===== src/rtl/ram_burst_sequencer_pkg.sv =====
// Shared definitions for the RAM burst sequencer: FSM state encoding and
// read-path latency. Optional macro RAM_RDREG_EN registers RAM read data
// before it leaves the sequencer, which adds one cycle of read latency.
package ram_seq_pkg;

  typedef enum logic [1:0] {
    stIDLE  = 2'b00,
    stREAD  = 2'b01,
    stWRITE = 2'b10,
    stDRAIN = 2'b11
  } seq_state_t;

`ifdef RAM_RDREG_EN
  localparam int RD_LAT = 2;
`else
  localparam int RD_LAT = 1;
`endif

endpackage


===== src/rtl/ram_burst_sequencer_if.sv =====
// Bundle of the command, write-data, read-response, status and RAM-port
// signals of the burst sequencer. The sequencer uses the slave modport;
// the client and RAM side uses the master modport.
interface ram_burst_sequencer_if #(
  parameter int ADDR_WIDTH = 12,
  parameter int DATA_WIDTH = 8,
  parameter int LEN_WIDTH  = 4
);
  logic                  cmd_valid;
  logic                  cmd_ready;
  logic                  cmd_rdwrn;
  logic [ADDR_WIDTH-1:0] cmd_addr;
  logic [LEN_WIDTH-1:0]  cmd_len;
  logic                  wr_valid;
  logic                  wr_ready;
  logic [DATA_WIDTH-1:0] wr_data;
  logic                  rd_valid;
  logic [DATA_WIDTH-1:0] rd_data;
  logic                  rd_last;
  logic                  done;
  logic                  err;
  logic                  ram_en;
  logic                  ram_we;
  logic [ADDR_WIDTH-1:0] ram_addr;
  logic [DATA_WIDTH-1:0] ram_wrdata;
  logic [DATA_WIDTH-1:0] ram_rddata;

  modport slave (
    input  cmd_valid, cmd_rdwrn, cmd_addr, cmd_len, wr_valid, wr_data, ram_rddata,
    output cmd_ready, wr_ready, rd_valid, rd_data, rd_last, done, err,
           ram_en, ram_we, ram_addr, ram_wrdata
  );

  modport master (
    output cmd_valid, cmd_rdwrn, cmd_addr, cmd_len, wr_valid, wr_data, ram_rddata,
    input  cmd_ready, wr_ready, rd_valid, rd_data, rd_last, done, err,
           ram_en, ram_we, ram_addr, ram_wrdata
  );

endinterface


===== src/rtl/ram_burst_sequencer_watchdog.sv =====
// Write-stall watchdog: counts stalled cycles, clears on demand, and flags
// the stalled cycle that brings the count to all-ones.
module ram_seq_watchdog #(
  parameter int WD_TIMER_WIDTH = 6
) (
  input  logic clk,
  input  logic reset,
  input  logic en_i,
  input  logic clr_i,
  output logic timeout_o
);

  logic [WD_TIMER_WIDTH-1:0] count_q, count_d;

  // Next count: clear wins over increment
  always_comb begin
    count_d = count_q;
    if (clr_i) begin
      count_d = '0;
    end else if (en_i) begin
      count_d = count_q + WD_TIMER_WIDTH'(1);
    end
  end

  // Stall counter register
  always_ff @(posedge clk) begin
    if (reset) begin
      count_q <= '0;
    end else begin
      count_q <= count_d;
    end
  end

  assign timeout_o = en_i & ~clr_i & (&count_d);

endmodule


===== src/rtl/ram_burst_sequencer.sv =====
// Burst sequencer between the arbiter grant side and a single-port
// synchronous RAM. One burst command at a time; reads issue one strobe per
// cycle, writes pass accepted beats straight through to the RAM.
// Optional macro RAM_RDREG_EN: register ram_rddata before rd_data (RD_LAT=2).
module ram_burst_sequencer
  import ram_seq_pkg::*;
#(
  parameter int ADDR_WIDTH     = 12,
  parameter int DATA_WIDTH     = 8,
  parameter int LEN_WIDTH      = 4,
  parameter int WD_TIMER_WIDTH = 6
) (
  input logic                  clk,
  input logic                  reset,
  ram_burst_sequencer_if.slave bus
);

  seq_state_t            state_q, state_d;
  logic [ADDR_WIDTH-1:0] addr_q, addr_d;
  logic [LEN_WIDTH-1:0]  len_q, len_d;
  logic [LEN_WIDTH-1:0]  beat_q, beat_d;

  logic [RD_LAT-1:0]     rd_vld_q;
  logic [RD_LAT-1:0]     rd_last_q;
  logic                  issue_rd;
  logic                  issue_last;

  logic                  wr_beat;
  logic                  wd_en;
  logic                  wd_clr;
  logic                  wd_timeout;

  logic                  rd_valid_w;
  logic                  rd_last_w;
  logic [DATA_WIDTH-1:0] rd_data_w;
  logic                  cmd_ready_w;
  logic                  wr_ready_w;
  logic                  done_w;
  logic                  err_w;
  logic                  ram_en_w;
  logic                  ram_we_w;
  logic [ADDR_WIDTH-1:0] ram_addr_w;
  logic [DATA_WIDTH-1:0] ram_wrdata_w;

  // Watchdog only counts stalls inside a write burst and is held clear elsewhere
  assign wr_beat = (state_q == stWRITE) & bus.wr_valid;
  assign wd_en   = (state_q == stWRITE) & ~bus.wr_valid;
  assign wd_clr  = (state_q != stWRITE) | wr_beat;

  ram_seq_watchdog #(
    .WD_TIMER_WIDTH(WD_TIMER_WIDTH)
  ) u_watchdog (
    .clk      (clk),
    .reset    (reset),
    .en_i     (wd_en),
    .clr_i    (wd_clr),
    .timeout_o(wd_timeout)
  );

  // Outputs are forced low while reset is held so a burst cut short by reset
  // produces no strobe or response in the reset cycle itself
  assign rd_valid_w = rd_vld_q[RD_LAT-1] & ~reset;
  assign rd_last_w  = rd_last_q[RD_LAT-1] & ~reset;

  // FSM next state, address/beat updates and RAM/handshake outputs
  always_comb begin
    state_d      = state_q;
    addr_d       = addr_q;
    len_d        = len_q;
    beat_d       = beat_q;
    cmd_ready_w  = 1'b0;
    wr_ready_w   = 1'b0;
    done_w       = 1'b0;
    err_w        = 1'b0;
    ram_en_w     = 1'b0;
    ram_we_w     = 1'b0;
    ram_addr_w   = '0;
    ram_wrdata_w = '0;
    issue_rd     = 1'b0;
    issue_last   = 1'b0;
    if (!reset) begin
      case (state_q)
        stIDLE: begin
          cmd_ready_w = 1'b1;
          if (bus.cmd_valid) begin
            addr_d  = bus.cmd_addr;
            len_d   = bus.cmd_len;
            beat_d  = '0;
            state_d = bus.cmd_rdwrn ? stREAD : stWRITE;
          end
        end
        stREAD: begin
          ram_en_w   = 1'b1;
          ram_addr_w = addr_q;
          issue_rd   = 1'b1;
          addr_d     = addr_q + ADDR_WIDTH'(1);
          beat_d     = beat_q + LEN_WIDTH'(1);
          if (beat_q == len_q) begin
            issue_last = 1'b1;
            state_d    = stDRAIN;
          end
        end
        stDRAIN: begin
          if (rd_valid_w && rd_last_w) begin
            done_w  = 1'b1;
            state_d = stIDLE;
          end
        end
        stWRITE: begin
          wr_ready_w = 1'b1;
          if (wd_timeout) begin
            err_w   = 1'b1;
            state_d = stIDLE;
          end else if (bus.wr_valid) begin
            ram_en_w     = 1'b1;
            ram_we_w     = 1'b1;
            ram_addr_w   = addr_q;
            ram_wrdata_w = bus.wr_data;
            addr_d       = addr_q + ADDR_WIDTH'(1);
            beat_d       = beat_q + LEN_WIDTH'(1);
            if (beat_q == len_q) begin
              done_w  = 1'b1;
              state_d = stIDLE;
            end
          end
        end
        default: state_d = stIDLE;
      endcase
    end
  end

  // FSM state and burst bookkeeping registers
  always_ff @(posedge clk) begin
    if (reset) begin
      state_q <= stIDLE;
      addr_q  <= '0;
      len_q   <= '0;
      beat_q  <= '0;
    end else begin
      state_q <= state_d;
      addr_q  <= addr_d;
      len_q   <= len_d;
      beat_q  <= beat_d;
    end
  end

  // Read valid/last delay line, one bit per cycle of read latency
  always_ff @(posedge clk) begin
    if (reset) begin
      rd_vld_q  <= '0;
      rd_last_q <= '0;
    end else begin
      rd_vld_q[0]  <= issue_rd;
      rd_last_q[0] <= issue_last;
      for (int i = 1; i < RD_LAT; i++) begin
        rd_vld_q[i]  <= rd_vld_q[i-1];
        rd_last_q[i] <= rd_last_q[i-1];
      end
    end
  end

`ifdef RAM_RDREG_EN
  logic [DATA_WIDTH-1:0] rddata_q;

  // Retime RAM read data to ease the path out of the RAM
  always_ff @(posedge clk) begin
    if (reset) begin
      rddata_q <= '0;
    end else begin
      rddata_q <= bus.ram_rddata;
    end
  end

  assign rd_data_w = reset ? '0 : rddata_q;
`else
  assign rd_data_w = reset ? '0 : bus.ram_rddata;
`endif

  assign bus.cmd_ready  = cmd_ready_w;
  assign bus.wr_ready   = wr_ready_w;
  assign bus.rd_valid   = rd_valid_w;
  assign bus.rd_last    = rd_last_w;
  assign bus.rd_data    = rd_data_w;
  assign bus.done       = done_w;
  assign bus.err        = err_w;
  assign bus.ram_en     = ram_en_w;
  assign bus.ram_we     = ram_we_w;
  assign bus.ram_addr   = ram_addr_w;
  assign bus.ram_wrdata = ram_wrdata_w;

endmodule


===== src/flat_wrapper.sv =====
// flat-port wrapper written by rule: the top's interface ports become plain ports
module ram_burst_sequencer_flat import ram_seq_pkg::*;
#(
  parameter int ADDR_WIDTH     = 12,
  parameter int DATA_WIDTH     = 8,
  parameter int LEN_WIDTH      = 4,
  parameter int WD_TIMER_WIDTH = 6
)
  (clk, reset, bus_cmd_valid, bus_cmd_rdwrn, bus_cmd_addr, bus_cmd_len, bus_wr_valid, bus_wr_data, bus_ram_rddata, bus_cmd_ready, bus_wr_ready, bus_rd_valid, bus_rd_data, bus_rd_last, bus_done, bus_err, bus_ram_en, bus_ram_we, bus_ram_addr, bus_ram_wrdata);
  ram_burst_sequencer_if #(.ADDR_WIDTH(ADDR_WIDTH), .DATA_WIDTH(DATA_WIDTH), .LEN_WIDTH(LEN_WIDTH)) bus_i ();
  input logic clk;
  input logic reset;
  input wire logic [$bits(bus_i.cmd_valid)-1:0] bus_cmd_valid;
  input wire logic [$bits(bus_i.cmd_rdwrn)-1:0] bus_cmd_rdwrn;
  input wire logic [$bits(bus_i.cmd_addr)-1:0] bus_cmd_addr;
  input wire logic [$bits(bus_i.cmd_len)-1:0] bus_cmd_len;
  input wire logic [$bits(bus_i.wr_valid)-1:0] bus_wr_valid;
  input wire logic [$bits(bus_i.wr_data)-1:0] bus_wr_data;
  input wire logic [$bits(bus_i.ram_rddata)-1:0] bus_ram_rddata;
  output wire logic [$bits(bus_i.cmd_ready)-1:0] bus_cmd_ready;
  output wire logic [$bits(bus_i.wr_ready)-1:0] bus_wr_ready;
  output wire logic [$bits(bus_i.rd_valid)-1:0] bus_rd_valid;
  output wire logic [$bits(bus_i.rd_data)-1:0] bus_rd_data;
  output wire logic [$bits(bus_i.rd_last)-1:0] bus_rd_last;
  output wire logic [$bits(bus_i.done)-1:0] bus_done;
  output wire logic [$bits(bus_i.err)-1:0] bus_err;
  output wire logic [$bits(bus_i.ram_en)-1:0] bus_ram_en;
  output wire logic [$bits(bus_i.ram_we)-1:0] bus_ram_we;
  output wire logic [$bits(bus_i.ram_addr)-1:0] bus_ram_addr;
  output wire logic [$bits(bus_i.ram_wrdata)-1:0] bus_ram_wrdata;
  assign bus_i.cmd_valid = bus_cmd_valid;
  assign bus_i.cmd_rdwrn = bus_cmd_rdwrn;
  assign bus_i.cmd_addr = bus_cmd_addr;
  assign bus_i.cmd_len = bus_cmd_len;
  assign bus_i.wr_valid = bus_wr_valid;
  assign bus_i.wr_data = bus_wr_data;
  assign bus_i.ram_rddata = bus_ram_rddata;
  assign bus_cmd_ready = bus_i.cmd_ready;
  assign bus_wr_ready = bus_i.wr_ready;
  assign bus_rd_valid = bus_i.rd_valid;
  assign bus_rd_data = bus_i.rd_data;
  assign bus_rd_last = bus_i.rd_last;
  assign bus_done = bus_i.done;
  assign bus_err = bus_i.err;
  assign bus_ram_en = bus_i.ram_en;
  assign bus_ram_we = bus_i.ram_we;
  assign bus_ram_addr = bus_i.ram_addr;
  assign bus_ram_wrdata = bus_i.ram_wrdata;
  ram_burst_sequencer #(.ADDR_WIDTH(ADDR_WIDTH), .DATA_WIDTH(DATA_WIDTH), .LEN_WIDTH(LEN_WIDTH), .WD_TIMER_WIDTH(WD_TIMER_WIDTH)) u_core (.clk(clk), .reset(reset), .bus(bus_i));
endmodule

===== config.mk =====
export PLATFORM = sky130hd
export DESIGN_NAME = ram_burst_sequencer_flat
export DESIGN_NICKNAME = d
export VERILOG_FILES = /design/src/rtl/ram_burst_sequencer_pkg.sv /design/src/rtl/ram_burst_sequencer_if.sv /design/src/rtl/ram_burst_sequencer_watchdog.sv /design/src/rtl/ram_burst_sequencer.sv /design/src/flat_wrapper.sv
export SDC_FILE = /design/constraint.sdc
export NUM_CORES = 1
export LEC_CHECK = 0
export CAP_MARGIN = 0
export CORE_UTILIZATION = 25
export DETAILED_ROUTE_END_ITERATION = 8
export SLEW_MARGIN = 10
export SYNTH_ARGS = -nofsm -noshare
export SYNTH_HDL_FRONTEND = slang
export SYNTH_SLANG_ARGS = --single-unit

===== constraint.sdc =====
create_clock -name clk -period 5.8 [get_ports clk]
set_input_delay 0.58 -clock clk [delete_from_list [all_inputs] [get_ports clk]]
set_output_delay 0.58 -clock clk [all_outputs]
set_load 0.01 [all_outputs]

==> results of run 1 <==
## metrics by stage
| step | hold WS (ns) | std cells |
|---|---|---|
| 3_5_place_dp | 0.443 | 392 |
| 5_1_grt | 0.508 | 400 |
| 3_3_place_gp | 0.445 | 392 |
| 2_1_floorplan | 0.425 | 236 |
| 6_report | 0.455 | 400 |
| 4_1_cts | 0.457 | 400 |
## layout make-up
| class | count | area share [%] |
|---|---|---|
| tap | 96 | 4.39 |
| clock buffer | 6 | 3.02 |
| clock inverter | 2 | 0.457 |
| multi-input combinational | 184 | 42.2 |
| sequential | 30 | 21.9 |
| timing repair buffer | 74 | 26.9 |
| inverter | 8 | 1.10 |
## synthesized netlist by cell type, types with 2 or more instances
master / number
buf_1: 2
o21ai_0: 10
ha_1: 8
a41oi_1: 2
and3_1: 8
clkbuf_1: 11
a21boi_0: 2
xnor2_1: 7
inv_1: 8
nand2_1: 14
a211oi_1: 5
mux2i_1: 2
o21a_1: 3
nand3_1: 17
dfxtp_1: 30
nand3b_1: 2
and2_1: 17
nor2_1: 11
o2bb2ai_1: 2
o31ai_1: 4
nor4_1: 4
nand4_1: 3
a21oi_1: 23
nor3_1: 4
or3_1: 2
nor2b_1: 19
o22ai_1: 2
nand4b_1: 3
## layout by cell type, fill, tap and decap left out, types with 2 or more instances in the layout
master,Yosys,final
a21oi_1,23,23
clkbuf_8,0,6
o2bb2ai_1,2,2
xnor2_1,7,7
a21boi_0,2,2
and3_1,8,8
a41oi_1,2,2
inv_1,8,8
nand3_1,17,17
o31ai_1,4,4
buf_4,0,2
and2_1,17,17
nor4_1,4,4
dfxtp_1,30,30
clkdlybuf4s50_1,0,72
mux2i_1,2,2
nor2_1,11,11
nand4b_1,3,3
or3_1,2,2
o21ai_0,10,10
o22ai_1,2,2
a211oi_1,5,5
nor2b_1,19,19
nand4_1,3,3
nand3b_1,2,2
nor3_1,4,3
ha_1,8,8
o21a_1,3,3
nand2_1,14,14
## power groups by stage
stage / clock, mW / sequential (mW) / combinational, mW
2_1_floorplan: 0 / 0.306 / 0.364
3_3_place_gp: 0 / 0.324 / 0.491
3_5_place_dp: 0 / 0.322 / 0.501
4_1_cts: 0.183 / 0.318 / 0.502
5_1_grt: 0.191 / 0.327 / 0.561
6_report: 0.176 / 0.319 / 0.499
## how the worst min path moves through the flow
stage | to | slack (ns) | depth (start not counted)
floorplan | u_core.u_watchdog.count_q[0]$_SDFF_PP0_ | 0.43 | 1
global placement | u_core.u_watchdog.count_q[0]$_SDFF_PP0_ | 0.44 | 1
detailed placement | u_core.u_watchdog.count_q[0]$_SDFF_PP0_ | 0.44 | 1
CTS | u_core.u_watchdog.count_q[0]$_SDFF_PP0_ | 0.46 | 1
global route | u_core.len_q[0]$_SDFFE_PP0P_ | 0.51 | 2
finish | u_core.u_watchdog.count_q[0]$_SDFF_PP0_ | 0.46 | 1
## sequential cells by signal, indices dropped and copies added, names as in the netlist
name and count:
u_core.len_q 4, u_core.rd_vld_q 1, u_core.state_q 2, u_core.beat_q 4, u_core.rd_last_q 1, u_core.u_watchdog.count_q 6
u_core.addr_q 12
## logic make-up (layout without fill, tap and decap cells)
| kind of cell | count (synthesis) | after routing | share of synthesized area [%] |
|---|---|---|---|
| fa+ha+maj | 8 | 8 | 5.46 |
| flops | 30 | 30 | 32.7 |
| compound gates | 58 | 58 | 19.6 |
| simple gates | 108 | 108 | 32.7 |
| xor+xnor | 8 | 8 | 3.82 |
| buf+inv | 22 | 90 | 4.57 |
| mux | 2 | 2 | 1.09 |
## metal layers
metal,track usage (%),vias to the layer above
met4,4.47,0
met5,0,-
met1,16.5,862
met3,3.02,4
li1,-,975
met2,20.4,55
==> flow_metrics.env, run 1 <==
export IMPL_setup_viol=0
export IMPL_p_switching_mw=0.417
export IMPL_pre_cts_ws_ns=2.17
export IMPL_drv_cap=0
export IMPL_max_slew_margin_pct=42.8
export IMPL_clk_pin_slew_ns=0.06
export IMPL_finalHoldViolCount=0
export IMPL_cts_buffers=5
export IMPL_overflow=0
export IMPL_die_area_um2=7680
export IMPL_synth_distinct_cells=39
export IMPL_r2r_start="u_core.state_q[0]$_SDFFE_PP0P_"
export IMPL_vias_per_cell=4.74
export IMPL_cts_max_path_buffers=2
export IMPL_globalplace_congestion=0.759
export IMPL_seq_area_frac_synth_pct=32.7
export IMPL_ctsResizeCount=0
export IMPL_clock_latency_ns=0.28
export IMPL_fmax_ghz=0.270
export IMPL_tightest_slew_ns=0.858
export IMPL_ir_worst_vdd_uv=170
export IMPL_postCtsSetupBuffers=0
export IMPL_cp_num_buf_inv=3
export IMPL_cp_endpoint="bus_ram_addr[10]"
export IMPL_syn_num_nets=281
export IMPL_synth_async_reset_ratio_pct=0
export IMPL_power_frac_comb_pct=50.2
export IMPL_track_usage_pct=12.6
export IMPL_cp_slowest_cell="nor2b_1"
export IMPL_first_pass_iters=4
export IMPL_drtIter0Drc=122
export IMPL_dr_wl_met2_mm=2.23
export IMPL_area_delta_synth_final_pct=49.2
export IMPL_cts_tree="built"
export IMPL_n_antenna_cell=0
export IMPL_power_mw=0.995
export IMPL_dieWidth_um=87.7
export IMPL_reg2reg_setup_slack_ns=3.29
export IMPL_power_clock_fraction_pct=17.7
export IMPL_coreArea_um2=6940
export IMPL_nFillCells=702
export IMPL_crit_path_start_kind="primary input"
export IMPL_skew_ns=0.00733
export IMPL_final_nets=348
export IMPL_fin_area_um2=2740
export IMPL_drc=0
export IMPL_endpoint_kind="primary output"
export IMPL_avgSynthCellArea_um2=7.77
export IMPL_status="completed"
export IMPL_synth_top_area_share_pct=32.7
export IMPL_rows=30
export IMPL_cp_required_ns=5.22
export IMPL_hp_start="u_core.u_watchdog.count_q[0]$_SDFF_PP0_"
export IMPL_p_seq_share_pct=32.1
export IMPL_met1_length_mm=2.26
export IMPL_grt_pass1_vias=1656
export IMPL_top_layer="met4"
export IMPL_rsz0062_at_grt="no"
export IMPL_postCtsHoldBufs=0
export IMPL_drive_above_1_share_pct=3.95
export IMPL_postPlaceCellArea_um2=2640
export IMPL_portBuffers=72
export IMPL_p_sw_share_pct=41.9
export IMPL_hpwl_mm=3.43
export IMPL_ios=73
export IMPL_crit_chain="clkdlybuf4s50_1 > buf_4 > nor2b_1 > and2_1 > o21a_1 > and2_1 > clkdlybuf4s50_1"
export IMPL_antenna_left=0
export IMPL_vias=1896
export IMPL_initial_core_util_pct=26.4
export IMPL_antenna_found_initial=0
export IMPL_htree_num_levels=2
export IMPL_ys_ff_latch=30
export IMPL_hp_class="reg -> reg"
export IMPL_final_seq_area_um2=601
export IMPL_p_int_mw=0.578
export IMPL_clock_sinks=30
export IMPL_slew_violations=0
export IMPL_slowest_delay_ns=0.55
export IMPL_drt_wl_total_mm=4.81
export IMPL_path_max_fanout=37
export IMPL_wl_per_cell_um=12.0
export IMPL_tns_ns=0
export IMPL_power_density_nw_per_um2=364
export IMPL_netlist_instances=236
export IMPL_r2r_end="u_core.beat_q[3]$_SDFFE_PP0P_"
export IMPL_worst_r2r_cell_count=5
export IMPL_synth_top_area_cell="dfxtp_1"
export IMPL_fin_crit_ns=3.70
export IMPL_multiInputGateArea_um2=1150
export IMPL_fin_ws_ns=2.10
export IMPL_crit_cells=7
export IMPL_grt_pass1_wl_mm=7.65
export IMPL_power_leakage_nw=0.956
export IMPL_final_util_pct=39.4
export IMPL_die_height_um=87.7
export IMPL_cp_startpoint="reset"
export IMPL_routed_wl_met3_um=285
export IMPL_netlist_area_um2=1830
export IMPL_crit_family="buffers and inverters"
export IMPL_synthFlopType="dfxtp_1"
export IMPL_grt_start_max_net_pins=38
export IMPL_period_share_pct=63.8
export IMPL_arrival_ns=3.12
export IMPL_path_class="in -> out"
export IMPL_yosys_top_cells_area="dfxtp_1, nor2b_1, a21oi_1"
export IMPL_synth_edf_count=0
export IMPL_cts_root_buf="clkbuf_8"
export IMPL_ys_warn_count=0
Power figures use the tool's default switching activity.
==> run 2: changes to the inputs <==
- clock period: 5.8 -> 3.8 ns (I/O delays scaled with it)
==> flow_metrics.env, run 2 (synthesis results as in run 1) <==
export IMPL_drv_cap=0
export IMPL_crit_chain="inv_1 > ha_1 > nor2b_1 > buf_4 > and2_1 > o21a_1 > and2_1 > clkdlybuf4s50_1"
export IMPL_hold_ws_ns=0.463
export IMPL_drive_above_1_share_pct=4.58
export IMPL_period_share_pct=77.0
export IMPL_nFillCells=706
export IMPL_rows=30
export IMPL_ir_worst_vdd_uv=286
export IMPL_rsz0062_at_grt="no"
export IMPL_drt_wl_total_mm=4.83
export IMPL_area_delta_synth_final_pct=50.8
export IMPL_multiInputGateArea_um2=1150
export IMPL_crit_family="buffers and inverters"
export IMPL_portBuffers=72
export IMPL_layout_common_cells="clkdlybuf4s50_1, dfxtp_1, a21oi_1, nor2b_1"
export IMPL_grt_pass1_wl_mm=7.67
export IMPL_cts_root_buf="clkbuf_8"
export IMPL_setup_viol=0
export IMPL_coreArea_um2=6940
export IMPL_grt_pass1_vias=1592
export IMPL_cp_slowest_cell="clkdlybuf4s50_1"
export IMPL_fin_cells=402
export IMPL_cts_buffers=5
export IMPL_tns_ns=0
export IMPL_vias=1901
export IMPL_pre_cts_ws_ns=1.01
export IMPL_crit_top_cell="and2_1"
export IMPL_slowest_delay_ns=0.54
export IMPL_path_class="reg -> out"
export IMPL_vias_per_cell=4.73
export IMPL_cp_startpoint="u_core.state_q[0]$_SDFFE_PP0P_"
export IMPL_fmax_ghz=0.342
export IMPL_die_height_um=87.7
export IMPL_drtIter0Drc=106
export IMPL_final_common_cell="clkdlybuf4s50_1"
export IMPL_clk_pin_slew_ns=0.07
export IMPL_htree_num_levels=2
export IMPL_top_regs="u_core.addr_q: 12 flops, u_core.u_watchdog.count_q: 6 flops"
export IMPL_fin_crit_ns=2.93
export IMPL_antenna_found_initial=0
export IMPL_hp_start="u_core.u_watchdog.count_q[0]$_SDFF_PP0_"
export IMPL_postCtsHoldBufs=0
export IMPL_die_area_um2=7680
export IMPL_arrival_ns=2.55
export IMPL_cts_tree="built"
export IMPL_hp_class="reg -> reg"
export IMPL_cp_required_ns=3.42
export IMPL_power_leakage_nw=0.977
export IMPL_cp_num_buf_inv=3
export IMPL_drc=0
export IMPL_finalHoldViolCount=0
export IMPL_power_mw=1.58
export IMPL_wl_per_cell_um=12.0
export IMPL_endpoint_kind="primary output"
export IMPL_hpwl_mm=3.45
export IMPL_slew_violations=0
export IMPL_status="completed"
export IMPL_ctsResizeCount=0
export IMPL_grt_start_max_net_pins=37
export IMPL_antenna_left=0
export IMPL_crit_path_start_kind="flip-flop"
export IMPL_final_nets=350
export IMPL_initial_core_util_pct=26.4
export IMPL_largest_reg_flops=12
export IMPL_tightest_slew_ns=0.398
export IMPL_power_density_nw_per_um2=570
export IMPL_max_slew_margin_pct=73.3
export IMPL_dp_cells=394
export IMPL_final_seq_area_um2=601
export IMPL_clock_latency_ns=0.28
export IMPL_path_max_fanout=13
export IMPL_skew_ns=0.00529
export IMPL_overflow=0
export IMPL_postCtsSetupBuffers=0
export IMPL_n_antenna_cell=0
export IMPL_first_pass_iters=4
export IMPL_globalplace_congestion=0.780
export IMPL_fin_ws_ns=0.874
export IMPL_r2r_start="u_core.state_q[0]$_SDFFE_PP0P_"
export IMPL_track_usage_pct=12.9
export IMPL_cts_max_path_buffers=2
export IMPL_ios=73
export IMPL_regMostFlops="u_core.addr_q"
export IMPL_clock_sinks=30
export IMPL_dieWidth_um=87.7
==> run 2: changes by cell type in the layout (fill, tap and decap cells not counted) <==
cell / previous run / this run
buf_4: 2 / 4
bufinv_16: 0 / 1
clkbuf_8: 6 / 5
clkinv_2: 1 / 2
clkinvlp_4: 1 / 0
==> run 2: cell type report <==
type	instances	share of cell area [%]
Sequential cell	30	21.7
Tap cell	96	4.34
Inverter	8	1.09
Multi-Input combinational cell	184	41.8
Clock buffer	5	2.49
Clock inverter	3	1.45
Timing Repair Buffer	76	27.1
==> run 2: path summary, 6_finish.rpt <==
kind | slack, ns | depth (start not counted) | endpoint
max | 0.87 | 8 | bus_ram_addr[10]
min | 0.46 | 1 | u_core.u_watchdog.count_q[0]$_SDFF_PP0_
max reg2reg | 1.67 | 6 | u_core.beat_q[3]$_SDFFE_PP0P_
min reg2reg | 0.46 | 1 | u_core.u_watchdog.count_q[0]$_SDFF_PP0_
==> run 2: through the flow <==
step	instance area (um2)	util (%)
after floorplan	1830	-
after global placement	2660	38.3
after detailed placement	2660	38.3
after CTS	2770	39.8
after global routing	2770	39.8
final	2770	39.8
==> run 2: report_power, final <==
| part | switching [mW] | leakage, nW | internal (mW) |
|---|---|---|---|
| clock network | 0.124 | 0.0579 | 0.193 |
| logic | 0.423 | 0.673 | 0.346 |
| registers | 0.0925 | 0.246 | 0.397 |
==> run 2: metal layers <==
| layer | global-route usage [%] | share of wire, % |
|---|---|---|
| met2 | 19.1 | 45 |
| met4 | 4.02 | 1.0 |
| met1 | 17.4 | 49 |
| met5 | 0 | 0 |
| met3 | 4.62 | 5.5 |
==> run 3: changes to the inputs <==
- clock period: 3.8 -> 2.4 ns (I/O delays scaled with it)
==> flow_metrics.env, run 3 (synthesis results as in run 1) <==
export IMPL_fmax_ghz=0.449
export IMPL_arrival_ns=1.99
export IMPL_grt_start_max_net_pins=33
export IMPL_track_usage_pct=12.6
export IMPL_cts_root_buf="clkbuf_8"
export IMPL_coreArea_um2=6940
export IMPL_htree_num_levels=2
export IMPL_globalplace_congestion=0.774
export IMPL_ir_worst_vdd_uv=375
export IMPL_path_max_fanout=13
export IMPL_skew_ns=0.00165
export IMPL_period_share_pct=92.8
export IMPL_first_pass_iters=4
export IMPL_drv_cap=0
export IMPL_dieWidth_um=87.7
export IMPL_top_regs="u_core.addr_q: 12 flops, u_core.u_watchdog.count_q: 6 flops"
export IMPL_hpwl_mm=3.52
export IMPL_crit_chain="inv_2 > ha_4 > nor2b_4 > and2_1 > o21a_1 > buf_12 > clkdlybuf4s50_1"
export IMPL_vias_per_cell=4.68
export IMPL_min_path_cells=1
export IMPL_fin_ws_ns=0.173
export IMPL_grt_pass1_vias=1714
export IMPL_tns_ns=0
export IMPL_postCtsHoldBufs=0
export IMPL_slowest_delay_ns=0.53
export IMPL_clock_latency_ns=0.27
export IMPL_crit_cells=7
export IMPL_n_antenna_cell=0
export IMPL_power_leakage_nw=1.19
export IMPL_hold_ws_ns=0.461
export IMPL_drive_above_1_share_pct=7.44
export IMPL_cts_buffers=5
export IMPL_drt_wl_total_mm=4.95
export IMPL_setup_viol=0
export IMPL_die_height_um=87.7
export IMPL_clk_pin_slew_ns=0.06
export IMPL_power_density_nw_per_um2=865
export IMPL_nFillCells=696
export IMPL_grt_pass1_wl_mm=7.68
export IMPL_rsz0062_at_grt="no"
export IMPL_antenna_found_initial=0
export IMPL_crit_path_start_kind="flip-flop"
export IMPL_pre_cts_ws_ns=0.130
export IMPL_cts_tree="built"
export IMPL_finalHoldViolCount=0
export IMPL_clock_sinks=30
export IMPL_crit_family="buffers and inverters"
export IMPL_drtIter0Drc=74
export IMPL_multiInputGateArea_um2=1180
export IMPL_final_nets=355
export IMPL_portBuffers=72
export IMPL_max_slew_margin_pct=68.5
export IMPL_ios=73
export IMPL_drc=0
export IMPL_status="completed"
export IMPL_hp_class="reg -> reg"
export IMPL_fin_crit_ns=2.23
export IMPL_tightest_slew_ns=0.469
export IMPL_path_class="reg -> out"
export IMPL_overflow=0
export IMPL_largest_reg_flops=12
export IMPL_final_common_cell="clkdlybuf4s50_1"
export IMPL_rows=30
export IMPL_wl_per_cell_um=12.2
export IMPL_vias=1896
export IMPL_layout_common_cells="clkdlybuf4s50_1, dfxtp_1, a21oi_1"
export IMPL_antenna_left=0
export IMPL_slew_violations=0
export IMPL_cp_required_ns=2.16
export IMPL_cp_num_buf_inv=3
export IMPL_area_delta_synth_final_pct=54.9
export IMPL_initial_core_util_pct=26.4
export IMPL_die_area_um2=7680
export IMPL_final_seq_area_um2=603
export IMPL_cp_slowest_cell="clkdlybuf4s50_1"
export IMPL_worst_r2r_cell_count=6
export IMPL_cts_max_path_buffers=2
export IMPL_regMostFlops="u_core.addr_q"
export IMPL_endpoint_kind="primary output"
## run 3: cell types whose count changed in the layout (fill, tap and decap cells not counted), moves of 2 or more
cell,change
clkdlybuf4s50_1,-12
dlymetal6s2s_1,+10
buf_4,+4
clkinv_2,-2
dfxtp_1,-2
dfxtp_2,+2
dlygate4sd2_1,+2
nor2b_1,-2
nor2b_4,+2
## run 3: cell type report
type                    instances  share of cell area (%)
multi-input cells             184                    41.6
well taps                      96                    4.23
flip-flops and latches         30                    21.2
inverters                       8                    1.06
repair buffers                 81                    29.0
clock buffers                   6                    2.91
## run 3: worst register-to-register path, stage by stage (launching register included)
cell and delay (ns):
dfxtp_2 0.37, inv_1 0.09, ha_1 0.27, nor2b_1 0.20
or3_1 0.34, or4_1 0.47, a21oi_1 0.15
## run 3: metrics by stage
step | instances | cell area [um2] | power [mW] | util (%)
2_1_floorplan | 236 | 1830 | 1.62 | -
3_3_place_gp | 399 | 2710 | 2.03 | 39.0
3_5_place_dp | 399 | 2710 | 2.05 | 39.0
4_1_cts | 405 | 2810 | 2.48 | 40.5
5_1_grt | 405 | 2840 | 2.66 | 40.9
6_report | 405 | 2840 | 2.46 | 40.9
## run 3: where the power goes
| part | leakage, nW | switching (mW) | internal [mW] | total [mW] |
|---|---|---|---|---|
| Clock | 0.0431 | 0.170 | 0.221 | 0.390 |
| Sequential | 0.246 | 0.150 | 0.633 | 0.783 |
| Combinational | 0.899 | 0.687 | 0.598 | 1.29 |
## run 3: what timing repair did
item / 4_1_cts / 5_1_grt
resized for setup: 10 / 11
buffers inserted: 0 / 0
endpoints found under the setup margin: 14 / 10
pin swaps: 1 / 1
## run 3: path summary, 6_finish.rpt
check | start | to | slack (ns)
worst max-delay path | u_core.state_q[0]$_SDFFE_PP0P_ | bus_ram_en | 0.17
worst min-delay path | u_core.u_watchdog.count_q[0]$_SDFF_PP0_ | u_core.u_watchdog.count_q[0]$_SDFF_PP0_ | 0.46
worst max register to register | u_core.state_q[1]$_SDFFE_PP0P_ | u_core.beat_q[3]$_SDFFE_PP0P_ | 0.45
worst min register to register | u_core.u_watchdog.count_q[0]$_SDFF_PP0_ | u_core.u_watchdog.count_q[0]$_SDFF_PP0_ | 0.46
## run 3: metal layers
layer	global-route usage, %	part of all wire [%]
met1	15.1	47
met2	22.2	46
met3	3.02	5.9
met4	4.02	0.77
met5	0	0
